$ cat config.mk
export PLATFORM = sky130hd
export DESIGN_NAME = icache_tag_req_arb_flat
export DESIGN_NICKNAME = d
export VERILOG_FILES = /design/src/rtl/icache_tag_req_arb_if.sv /design/src/rtl/icache_tag_req_arb.sv /design/src/flat_wrapper.sv
export SDC_FILE = /design/constraint.sdc
export NUM_CORES = 1
export LEC_CHECK = 0
export CAP_MARGIN = 20
export CORE_UTILIZATION = 45
export CTS_CLUSTER_DIAMETER = 40
export DETAILED_ROUTE_END_ITERATION = 7
export DONT_BUFFER_PORTS = 1
export GPL_TIMING_DRIVEN = 0
export SLEW_MARGIN = 20
export SYNTH_ARGS = -nofsm -noshare
export SYNTH_HDL_FRONTEND = slang
export SYNTH_SLANG_ARGS = --single-unit
export TNS_END_PERCENT = 1
$ cat constraint.sdc
create_clock -name clk -period 3.1 [get_ports clk]
set_clock_uncertainty 0.15 [all_clocks]
set_input_delay 0.31 -clock clk [delete_from_list [all_inputs] [get_ports clk]]
set_output_delay 0.31 -clock clk [all_outputs]
set_load 0.02 [all_outputs]
$ cat src/rtl/icache_tag_req_arb_if.sv
`default_nettype none
// ============================================================================
// icache_tag_req_arb_if : snoop / fetch / prefetch request ports and tag-array
// request port of the icache tag request arbiter.   Rev 1.0
// ============================================================================
interface icache_tag_req_arb_if #(
    parameter int INDEX_W = 6,
    parameter int TAG_W   = 20
);
    // Payload layout (pc_req_t): {opcode[1:0], addr.tag[TAG_W-1:0], addr.index[INDEX_W-1:0]}
    localparam int PLD_W = 2 + TAG_W + INDEX_W;

    logic               snp_vld;
    logic               snp_rdy;
    logic [TAG_W-1:0]   snp_tag;
    logic [INDEX_W-1:0] snp_index;

    logic               fet_vld;
    logic               fet_rdy;
    logic [TAG_W-1:0]   fet_tag;
    logic [INDEX_W-1:0] fet_index;

    logic               pf_vld;
    logic               pf_rdy;
    logic [TAG_W-1:0]   pf_tag;
    logic [INDEX_W-1:0] pf_index;

    logic               tag_req_vld;
    logic               tag_req_rdy;
    logic [PLD_W-1:0]   tag_req_pld;
    logic [1:0]         tag_req_src;
    logic [15:0]        hazard_cnt;

    modport master (
        output snp_vld, snp_tag, snp_index,
        output fet_vld, fet_tag, fet_index,
        output pf_vld,  pf_tag,  pf_index,
        output tag_req_rdy,
        input  snp_rdy, fet_rdy, pf_rdy,
        input  tag_req_vld, tag_req_pld, tag_req_src, hazard_cnt
    );

    modport slave (
        input  snp_vld, snp_tag, snp_index,
        input  fet_vld, fet_tag, fet_index,
        input  pf_vld,  pf_tag,  pf_index,
        input  tag_req_rdy,
        output snp_rdy, fet_rdy, pf_rdy,
        output tag_req_vld, tag_req_pld, tag_req_src, hazard_cnt
    );
endinterface
`default_nettype wire

$ cat src/rtl/icache_tag_req_arb.sv
`default_nettype none
// ============================================================================
// icache_tag_req_arb : 3-way tag-array request arbiter with index-hazard
// masking, grant lock under back-pressure and prefetch anti-starvation. Rev 1.0
// ============================================================================
module icache_tag_req_arb #(
    parameter int INDEX_W    = 6,
    parameter int TAG_W      = 20,
    parameter int STARVE_MAX = 4
) (
    input  wire logic              clk,
    input  wire logic              rst_n,
    icache_tag_req_arb_if.slave    i_bus
);
    localparam int PLD_W = 2 + TAG_W + INDEX_W;

    localparam logic [1:0] c_SRC_SNP  = 2'd0;
    localparam logic [1:0] c_SRC_FET  = 2'd1;
    localparam logic [1:0] c_SRC_PF   = 2'd2;
    localparam logic [1:0] c_SRC_NONE = 2'd3;

    localparam logic [1:0] c_DOWNSTREAM_OPCODE = 2'b01;
    localparam logic [1:0] c_UPSTREAM_OPCODE   = 2'b10;
    localparam logic [1:0] c_PREFETCH_OPCODE   = 2'b11;

    localparam logic [3:0] c_STARVE_MAX = 4'(STARVE_MAX);

    logic               r_lock;
    logic [1:0]         r_lock_src;
    logic               r_inf_vld;
    logic [INDEX_W-1:0] r_inf_idx;
    logic [3:0]         r_starve;
    logic [15:0]        r_hazard_cnt;

    logic               w_snp_hit, w_fet_hit, w_pf_hit;
    logic               w_snp_elig, w_fet_elig, w_pf_elig;
    logic               w_mask_any;
    logic [1:0]         w_src;
    logic               w_vld;
    logic               w_acc;
    logic [1:0]         w_opc;
    logic [TAG_W-1:0]   w_tag;
    logic [INDEX_W-1:0] w_idx;

    // A source hitting the index accepted last cycle would race its read-modify-write.
    assign w_snp_hit  = r_inf_vld && (i_bus.snp_index == r_inf_idx);
    assign w_fet_hit  = r_inf_vld && (i_bus.fet_index == r_inf_idx);
    assign w_pf_hit   = r_inf_vld && (i_bus.pf_index  == r_inf_idx);
    assign w_snp_elig = i_bus.snp_vld && !w_snp_hit;
    assign w_fet_elig = i_bus.fet_vld && !w_fet_hit;
    assign w_pf_elig  = i_bus.pf_vld  && !w_pf_hit;

    assign w_mask_any = (i_bus.snp_vld && w_snp_hit && !(r_lock && r_lock_src == c_SRC_SNP)) ||
                        (i_bus.fet_vld && w_fet_hit && !(r_lock && r_lock_src == c_SRC_FET)) ||
                        (i_bus.pf_vld  && w_pf_hit  && !(r_lock && r_lock_src == c_SRC_PF));

    // Reset gates the grant combinationally so outputs idle while rst_n is low.
    always_comb begin
        w_src = c_SRC_NONE;
        if (!rst_n)
            w_src = c_SRC_NONE;
        else if (r_lock)
            w_src = r_lock_src;
        else if (w_pf_elig && (r_starve == c_STARVE_MAX))
            w_src = c_SRC_PF;
        else if (w_snp_elig)
            w_src = c_SRC_SNP;
        else if (w_fet_elig)
            w_src = c_SRC_FET;
        else if (w_pf_elig)
            w_src = c_SRC_PF;
    end

    always_comb begin
        w_opc = 2'b00;
        w_tag = '0;
        w_idx = '0;
        case (w_src)
            c_SRC_SNP: begin
                w_opc = c_DOWNSTREAM_OPCODE;
                w_tag = i_bus.snp_tag;
                w_idx = i_bus.snp_index;
            end
            c_SRC_FET: begin
                w_opc = c_UPSTREAM_OPCODE;
                w_tag = i_bus.fet_tag;
                w_idx = i_bus.fet_index;
            end
            c_SRC_PF: begin
                w_opc = c_PREFETCH_OPCODE;
                w_tag = i_bus.pf_tag;
                w_idx = i_bus.pf_index;
            end
            default: ;
        endcase
    end

    assign w_vld = (w_src != c_SRC_NONE);
    assign w_acc = w_vld && i_bus.tag_req_rdy;

    assign i_bus.tag_req_vld = w_vld;
    assign i_bus.tag_req_src = w_src;
    assign i_bus.tag_req_pld = PLD_W'({w_opc, w_tag, w_idx});
    assign i_bus.snp_rdy     = w_acc && (w_src == c_SRC_SNP);
    assign i_bus.fet_rdy     = w_acc && (w_src == c_SRC_FET);
    assign i_bus.pf_rdy      = w_acc && (w_src == c_SRC_PF);
    assign i_bus.hazard_cnt  = r_hazard_cnt;

    always_ff @(posedge clk or negedge rst_n) begin
        if (!rst_n) begin
            r_lock       <= 1'b0;
            r_lock_src   <= c_SRC_NONE;
            r_inf_vld    <= 1'b0;
            r_inf_idx    <= '0;
            r_starve     <= 4'd0;
            r_hazard_cnt <= 16'd0;
        end else begin
            r_inf_vld <= w_acc;
            if (w_acc)
                r_inf_idx <= w_idx;

            if (w_acc) begin
                r_lock <= 1'b0;
            end else if (w_vld) begin
                r_lock     <= 1'b1;
                r_lock_src <= w_src;
            end

            if (!i_bus.pf_vld || (w_acc && w_src == c_SRC_PF))
                r_starve <= 4'd0;
            else if (w_acc && (r_starve != c_STARVE_MAX))
                r_starve <= r_starve + 4'd1;

            if (w_mask_any)
                r_hazard_cnt <= r_hazard_cnt + 16'd1;
        end
    end
endmodule
`default_nettype wire

$ cat src/flat_wrapper.sv
// flat-port wrapper written by rule: the top's interface ports become plain ports
module icache_tag_req_arb_flat 
#(
    parameter int INDEX_W    = 6,
    parameter int TAG_W      = 20,
    parameter int STARVE_MAX = 4
)
  (clk, rst_n, i_bus_snp_vld, i_bus_snp_tag, i_bus_snp_index, i_bus_fet_vld, i_bus_fet_tag, i_bus_fet_index, i_bus_pf_vld, i_bus_pf_tag, i_bus_pf_index, i_bus_tag_req_rdy, i_bus_snp_rdy, i_bus_fet_rdy, i_bus_pf_rdy, i_bus_tag_req_vld, i_bus_tag_req_pld, i_bus_tag_req_src, i_bus_hazard_cnt);
  icache_tag_req_arb_if #(.INDEX_W(INDEX_W), .TAG_W(TAG_W)) i_bus_i ();
  input  wire logic clk;
  input  wire logic rst_n;
  input wire logic [$bits(i_bus_i.snp_vld)-1:0] i_bus_snp_vld;
  input wire logic [$bits(i_bus_i.snp_tag)-1:0] i_bus_snp_tag;
  input wire logic [$bits(i_bus_i.snp_index)-1:0] i_bus_snp_index;
  input wire logic [$bits(i_bus_i.fet_vld)-1:0] i_bus_fet_vld;
  input wire logic [$bits(i_bus_i.fet_tag)-1:0] i_bus_fet_tag;
  input wire logic [$bits(i_bus_i.fet_index)-1:0] i_bus_fet_index;
  input wire logic [$bits(i_bus_i.pf_vld)-1:0] i_bus_pf_vld;
  input wire logic [$bits(i_bus_i.pf_tag)-1:0] i_bus_pf_tag;
  input wire logic [$bits(i_bus_i.pf_index)-1:0] i_bus_pf_index;
  input wire logic [$bits(i_bus_i.tag_req_rdy)-1:0] i_bus_tag_req_rdy;
  output wire logic [$bits(i_bus_i.snp_rdy)-1:0] i_bus_snp_rdy;
  output wire logic [$bits(i_bus_i.fet_rdy)-1:0] i_bus_fet_rdy;
  output wire logic [$bits(i_bus_i.pf_rdy)-1:0] i_bus_pf_rdy;
  output wire logic [$bits(i_bus_i.tag_req_vld)-1:0] i_bus_tag_req_vld;
  output wire logic [$bits(i_bus_i.tag_req_pld)-1:0] i_bus_tag_req_pld;
  output wire logic [$bits(i_bus_i.tag_req_src)-1:0] i_bus_tag_req_src;
  output wire logic [$bits(i_bus_i.hazard_cnt)-1:0] i_bus_hazard_cnt;
  assign i_bus_i.snp_vld = i_bus_snp_vld;
  assign i_bus_i.snp_tag = i_bus_snp_tag;
  assign i_bus_i.snp_index = i_bus_snp_index;
  assign i_bus_i.fet_vld = i_bus_fet_vld;
  assign i_bus_i.fet_tag = i_bus_fet_tag;
  assign i_bus_i.fet_index = i_bus_fet_index;
  assign i_bus_i.pf_vld = i_bus_pf_vld;
  assign i_bus_i.pf_tag = i_bus_pf_tag;
  assign i_bus_i.pf_index = i_bus_pf_index;
  assign i_bus_i.tag_req_rdy = i_bus_tag_req_rdy;
  assign i_bus_snp_rdy = i_bus_i.snp_rdy;
  assign i_bus_fet_rdy = i_bus_i.fet_rdy;
  assign i_bus_pf_rdy = i_bus_i.pf_rdy;
  assign i_bus_tag_req_vld = i_bus_i.tag_req_vld;
  assign i_bus_tag_req_pld = i_bus_i.tag_req_pld;
  assign i_bus_tag_req_src = i_bus_i.tag_req_src;
  assign i_bus_hazard_cnt = i_bus_i.hazard_cnt;
  icache_tag_req_arb #(.INDEX_W(INDEX_W), .TAG_W(TAG_W), .STARVE_MAX(STARVE_MAX)) u_core (.clk(clk), .rst_n(rst_n), .i_bus(i_bus_i));
endmodule
# [Yosys cells after proc, flatten, opt, wreduce, memory -nomap -nowiden]
# Cells that the tools add are included.
# W data, S select, Z words.
[classes] bitwise=1 n_addsub=2 mux=13 n_reduce_logical=36 eq_ne=10
[op_table] op="$pmux W20 S3" n=1
[op_table] op="$logic_and A1 B1 Y1" n=21
[op_table] op="$eq A6 B6 Y1" n=3
[op_table] op="$pmux W6 S3" n=1
[op_table] op="$add A16 B1 Y16 const B" n=1
[op_table] op="$mux W2" n=5
[op_table] op="$mux W4" n=2
[op_table] op="$logic_not A1 Y1" n=7
[op_table] op="$pmux W2 S3" n=1
[op_table] op="$add A4 B1 Y4 const B" n=1
[op_table] op="$eq A2 B1 Y1 const B" n=2
[op_table] op="$eq A2 B2 Y1 const B" n=2
[op_table] op="$eq A4 B3 Y1 const B" n=1
[op_table] op="$logic_not A2 Y1" n=2
[op_table] op="$ne A4 B3 Y1 const B" n=1
[op_table] op="$reduce_bool A2 Y1" n=2
[op_table] op="$logic_or A1 B1 Y1" n=3
[op_table] op="$mux W1" n=3
[op_table] op="$ne A2 B2 Y1 const B" n=1
[op_table] op="$reduce_and A2 Y1" n=1
[op_table] op="$not A1 Y1" n=1
[word_totals] regBits=30 in_bits=84 out_inout_bits=50 wordCells=68

# [Depth between registers and ports, before layout]
[depth] ltp_word=15 depth_mapped=12 depth_no_buf=11

# [Worst setup path after synthesis]
# OpenSTA, ideal clock, no wires.
[synth_timing] kind="register to output" startpoint="register u_core.r_inf_idx[2]" endpoint="output i_bus_tag_req_pld[14]" arrival_ns=2.698 required_ns=2.640 path_buffers=2 path_stages_with_launch=12 path_slack_ns=-0.058 cell_sequence="dfrtp_1 xor2_1 nor4_4 nand4_2 a21o_1 or2_2 inv_1 ha_1 buf_2 clkbuf_1 a222oi_1 nor2_1"
[synth_via] elab_cells_between_ends=23 cone_classes="5 x eq/ne; 7 x mux; 11 x reduce/logical"
[synth_lines] item="from (decl)" line_no="icache_tag_req_arb.sv:31" rtl="logic [INDEX_W-1:0] r_inf_idx;"
[synth_lines] item="from (signal assigned)" line_no="icache_tag_req_arb.sv:120" rtl="r_inf_idx <= w_idx;"
[synth_lines] item="$eq A6 B6 Y1" line_no="icache_tag_req_arb.sv:47" rtl="assign w_fet_hit = r_inf_vld && (i_bus.fet_index == r_inf_idx);"
[synth_lines] item="$logic_and A1 B1 Y1" line_no="icache_tag_req_arb.sv:47"
[synth_lines] item="$logic_not A1 Y1" line_no="icache_tag_req_arb.sv:50" rtl="assign w_fet_elig = i_bus.fet_vld && !w_fet_hit;"
[synth_lines] item="$logic_and A1 B1 Y1" line_no="icache_tag_req_arb.sv:50"
[synth_lines] item="$mux W2" line_no="icache_tag_req_arb.sv:68" rtl="else if (w_fet_elig)"
[synth_lines] item="$mux W2" line_no="icache_tag_req_arb.sv:66" rtl="else if (w_snp_elig)"
[synth_lines] item="$mux W2 *" line_no="icache_tag_req_arb.sv:64" rtl="else if (w_pf_elig && (r_starve == c_STARVE_MAX))"
[synth_lines] item="$mux W2 *" line_no="icache_tag_req_arb.sv:62" rtl="else if (r_lock)"
[synth_lines] item="$mux W2 *" line_no="icache_tag_req_arb.sv:60" rtl="if (!rst_n)"
[synth_lines] item="net i_bus_tag_req_src[1]" line_no="flat_wrapper.sv:27" rtl="output wire logic [$bits(i_bus_i.tag_req_src)-1:0] i_bus_tag_req_src;"
[synth_lines] item="$eq A2 B2 Y1, or another cell as far along" line_no="icache_tag_req_arb.sv:78" rtl="case (w_src)"
[synth_lines] item="$pmux W20 S3 *" line_no="icache_tag_req_arb.sv:78"
[synth_lines] item="to (decl)" line_no="flat_wrapper.sv:26" rtl="output wire logic [$bits(i_bus_i.tag_req_pld)-1:0] i_bus_tag_req_pld;"
# Mark *: on every way through the listed nets, which the timed path passes. The rest lies on a longest branch.

# [Final worst setup path]
[layout_timing] startpoint="register u_core.r_inf_idx[1]" endpoint="output i_bus_tag_req_pld[13]"
[layout_via] elab_chain_cells=12 elab_cells_between_ends=23 cone_classes="5 x eq/ne; 7 x mux; 11 x reduce/logical"
[layout_lines] item="$eq A6 B6 Y1" line_no="icache_tag_req_arb.sv:48" rtl="assign w_pf_hit = r_inf_vld && (i_bus.pf_index == r_inf_idx);"
[layout_lines] item="$logic_and A1 B1 Y1" line_no="icache_tag_req_arb.sv:48"
[layout_lines] item="$logic_not A1 Y1" line_no="icache_tag_req_arb.sv:51" rtl="assign w_pf_elig = i_bus.pf_vld && !w_pf_hit;"
[layout_lines] item="$logic_and A1 B1 Y1" line_no="icache_tag_req_arb.sv:51"
[layout_lines] item="$mux W1" line_no="icache_tag_req_arb.sv:70" rtl="else if (w_pf_elig)"
[layout_lines] item="$mux W2" line_no="icache_tag_req_arb.sv:68"
[layout_lines] item="$mux W2" line_no="icache_tag_req_arb.sv:66"
[layout_lines] item="$mux W2 *" line_no="icache_tag_req_arb.sv:64"
[layout_lines] item="$mux W2 *" line_no="icache_tag_req_arb.sv:62"
[layout_lines] item="$mux W2 *" line_no="icache_tag_req_arb.sv:60"
[layout_lines] item="$eq A2 B2 Y1, or another cell as far along" line_no="icache_tag_req_arb.sv:78"
[layout_lines] item="$pmux W20 S3 *" line_no="icache_tag_req_arb.sv:78"
# Mark *: on every way between the ends. The rest lies on a longest branch, timed or not.

==> flow_metrics.py <==
metrics = {
    "synthesis": {
        "yosys_warnings": 0,
        "synth.distinct_cells": 45,
        "seq_area_frac_synth_pct": 33.7,
        "ys_top_cells_by_area": "dfrtp_1 31%, xor2_1 9.0%, a222oi_1 8.9%",
        "yosysTopAreaCellShare_pct": 31.3,
        "syn_nets": 337,
        "synthTopCellsByCount": "36 x nor2_1, 28 x dfrtp_1, 23 x xor2_1",
        "ys.flop_type": "dfrtp_1",
        "yosys.area.top_type": "dfrtp_1",
        "synth_edf_count": 0,
        "synthCells": 248,
        "ys_ff_latch": 30,
        "syn_avg_cell_area_um2": 9.02,
        "syn_area_um2": 2240,
        "ys_async_sr_fraction_pct": 100,
        "yosysMostFrequentCell": "nor2_1",
    },
    "power_and_ir_drop": {
        "swShare_pct": 48.4,
        "p_leak_nw": 1.19,
        "p_int_mw": 1.15,
        "clkPwrFrac_pct": 14.4,
        "power_switching_mw": 1.08,
        "p_per_area_nw_per_um2": 806,
        "vdd_drop_max_uv": 348,
        "combPwrFrac_pct": 58.2,
        "pwr-share-seq_pct": 27.4,
    },
    "clocking": {
        "cts_buffer_depth": 2,
        "cts_tree": "built",
        "insertion_delay_ns": 0.28,
        "clkTransAtPathRegs_ns": 0.06,
        "cts_inserted_buffers": 5,
        "ctsRootBufferMaster": "clkbuf_8",
        "clock_sinks": 30,
        "cts_htree_levels": 2,
    },
    "detailed_routing": {
        "drt-pass1-iter-count": 8,
        "ant_nets": 0,
        "finalWirelength_um": 6950,
        "drt_iter0_markers": 193,
        "num_vias": 2151,
        "via_per_inst": 6.40,
        "routedWlPerCell_um": 20.7,
        "drc_errors": 0,
    },
    "layout": {
        "fin_area_um2": 2770,
        "nNetsFinal": 357,
        "drive_gt1_share_pct": 32.3,
        "stdcell_count": 336,
        "nFillCells": 443,
        "num_antenna_cells": 0,
        "area_growth_syn_to_layout_pct": 23.9,
    },
    "place": {
        "port_buffers": 0,
        "gp_congestion": 0.839,
        "dp_hpwl_um": 4910,
        "dp.cells": 315,
        "dpl_cell_area_um2": 2320,
    },
    "timing": {
        "period_share_pct": 107,
        "relSlewSlack_pct": 63.0,
        "holdWs_ns": 0.0237,
        "hold_viol_final": 0,
        "slew_violations": 0,
        "layout_setup_ws_ns": -0.207,
        "finalCriticalPeriod_ns": 3.31,
        "worstMarginPinSlew_ns": 0.554,
        "fmax_ghz": 0.302,
        "rsz0062_at_grt": "yes",
        "setup_viol": 26,
        "fin_tns_setup_ns": -3.22,
    },
    "status": {
        "outcome": "complete, but fails checks",
        "violations": "negative setup slack",
    },
    "min_path": {
        "hold-path-cell-count": 1,
        "whs_endpoint": "u_core.r_starve[3]$_DFFE_PN0P_",
        "min_path_type": "primary input to flip-flop",
        "hold_start": "i_bus_pf_vld",
    },
    "setup_path": {
        "crit_chain": "xor2_2 -> nor4_4 -> nand4_2 -> a21o_1 -> buf_4 -> a32o_2 -> buf_6 -> buf_2 -> a222oi_1 -> nor2_2",
        "cpLargestDelayFamily": "compound AO/OA/AOI/OAI gates",
        "slowest_delay_ns": 0.45,
        "critPathLaunchType": "flip-flop",
        "cp.required_ns": 2.64,
        "r2r_end": "u_core.r_inf_idx[1]$_DFFE_PN0N_",
        "path_buf_inv": 3,
        "worst_setup_path_end_kind": "output pin",
        "r2r_slack_ns": 0.32,
        "slowest_stage": "dfrtp_2",
        "worst-path-max-fanout": 7,
        "worst_r2r_path_depth": 9,
        "arrival_ns": 2.85,
        "r2r-start": "u_core.r_inf_idx[3]$_DFFE_PN0N_",
        "critPathKind": "flip-flop to output pin",
    },
    "floorplan": {
        "die_w_um": 72.5,
        "die-area_um2": 5260,
        "core.rowCount": 25,
        "start_util_pct": 47.1,
        "ios": 134,
        "fp.dieH_um": 72.5,
        "core_area_um2": 4750,
    },
    "global_routing": {
        "grt_pass1_wl_um": 10400,
        "first_global_vias": 1989,
        "grt_max_degree": 31,
        "grt_antenna_before_repair": 0,
        "track_usage_pct": 26.0,
        "grt_overflow": 0,
    },
    "flow_run": {
        "cap_violations": 0,
    },
}
cell usage in the layout, fill, tap and decap left out, types with 5 or more instances in the layout:
cell / Yosys / final
dfrtp_1: 28 / 24
nor2_2: 0 / 23
xor2_1: 23 / 20
a222oi_1: 20 / 20
nand2_1: 18 / 18
xnor2_1: 10 / 10
nor2_1: 36 / 10
buf_4: 0 / 9
clkbuf_8: 0 / 8
and2_1: 7 / 7
inv_1: 7 / 6
nor3_1: 7 / 6
o2bb2ai_1: 6 / 6
buf_6: 3 / 5
nand3_1: 5 / 5
nor4_1: 6 / 5
what timing repair did:
item,CTS,global route
hold endpoints to repair,30,0
setup buffers,9,0
resized for setup,60,13
pin swaps,27,7
endpoints found under the setup margin,32,28
gates cloned,3,0
hold buffers,2,0
routing by layer:
metal  track usage, %  vias to the layer above  wire length [µm]
met5                0                        -                 0
met4             5.01                        0                46
met3             7.64                       10               595
met2             42.6                      103              3280
met1             34.3                     1057              3030
li1                 -                      981                 -
sequential cells by signal (all words and copies together) (netlist names):
register and flops:
u_core.i_bus.hazard_cnt 16, u_core.r_inf_vld 1, u_core.r_lock_src 2, u_core.r_lock 1
u_core.r_starve 4, u_core.r_inf_idx 6
cells by family after synthesis:
| kind of cell | count (synthesis) | share of synthesized area, % |
|---|---|---|
| AO/OA/AOI/OAI | 54 | 21.0 |
| XOR/XNOR | 33 | 12.9 |
| adder cells (fa/ha/maj) | 5 | 2.80 |
| buffers and inverters | 22 | 4.87 |
| flip-flops | 30 | 33.7 |
| multiplexers | 1 | 0.503 |
| AND/OR/NAND/NOR | 103 | 24.2 |
cell type report:
class,count,area [µm²],area share (%)
multi-input cells,196,1570,56.5
flip-flops and latches,30,758,27.3
plain buffers,12,123,4.42
repair buffers,14,116,4.20
clock buffers,7,86.3,3.11
well taps,67,83.8,3.02
inverters,9,33.8,1.22
clock inverters,1,5.00,0.181
worst max path at each step:
stage | slack [ns] | endpoint | cells after the start | start
after floorplan | -0.06 | i_bus_tag_req_pld[15] | 11 | u_core.r_inf_idx[2]$_DFFE_PN0N_
after global placement | -0.45 | i_bus_tag_req_pld[25] | 11 | u_core.r_inf_idx[2]$_DFFE_PN0N_
after detailed placement | -0.48 | i_bus_tag_req_pld[25] | 11 | u_core.r_inf_idx[2]$_DFFE_PN0N_
after CTS | -0.16 | i_bus_tag_req_pld[14] | 11 | u_core.r_inf_idx[1]$_DFFE_PN0N_
after global routing | -0.37 | i_bus_tag_req_pld[13] | 10 | u_core.r_inf_idx[1]$_DFFE_PN0N_
final | -0.21 | i_bus_tag_req_pld[13] | 10 | u_core.r_inf_idx[1]$_DFFE_PN0N_
through the flow:
stage	util (%)	setup slack (ns)	total power, mW
after global placement	48.9	-0.449	1.60
final	58.3	-0.207	2.23
after global routing	58.3	-0.369	2.37
after floorplan	-	-0.0580	1.43
after CTS	57.6	-0.161	2.19
after detailed placement	48.9	-0.478	1.61
worst reg2reg max path, stage by stage (launching register included):
cell and delay, ns:
dfrtp_2 0.44, xor2_1 0.18, nor3_2 0.31, a21oi_1 0.16, o2bb2ai_4 0.35, inv_2 0.16, o21a_1 0.20, inv_2 0.21
nand2_1 0.27, o2bb2ai_1 0.22
power groups by stage:
stage / clock network (mW) / logic (mW) / registers, mW
2_1_floorplan: 0 / 0.851 / 0.578
3_3_place_gp: 0 / 0.999 / 0.601
3_5_place_dp: 0 / 1.01 / 0.605
4_1_cts: 0.329 / 1.26 / 0.603
5_1_grt: 0.348 / 1.39 / 0.626
6_report: 0.322 / 1.30 / 0.611
Note: power is estimated with default switching activity, not from simulation.
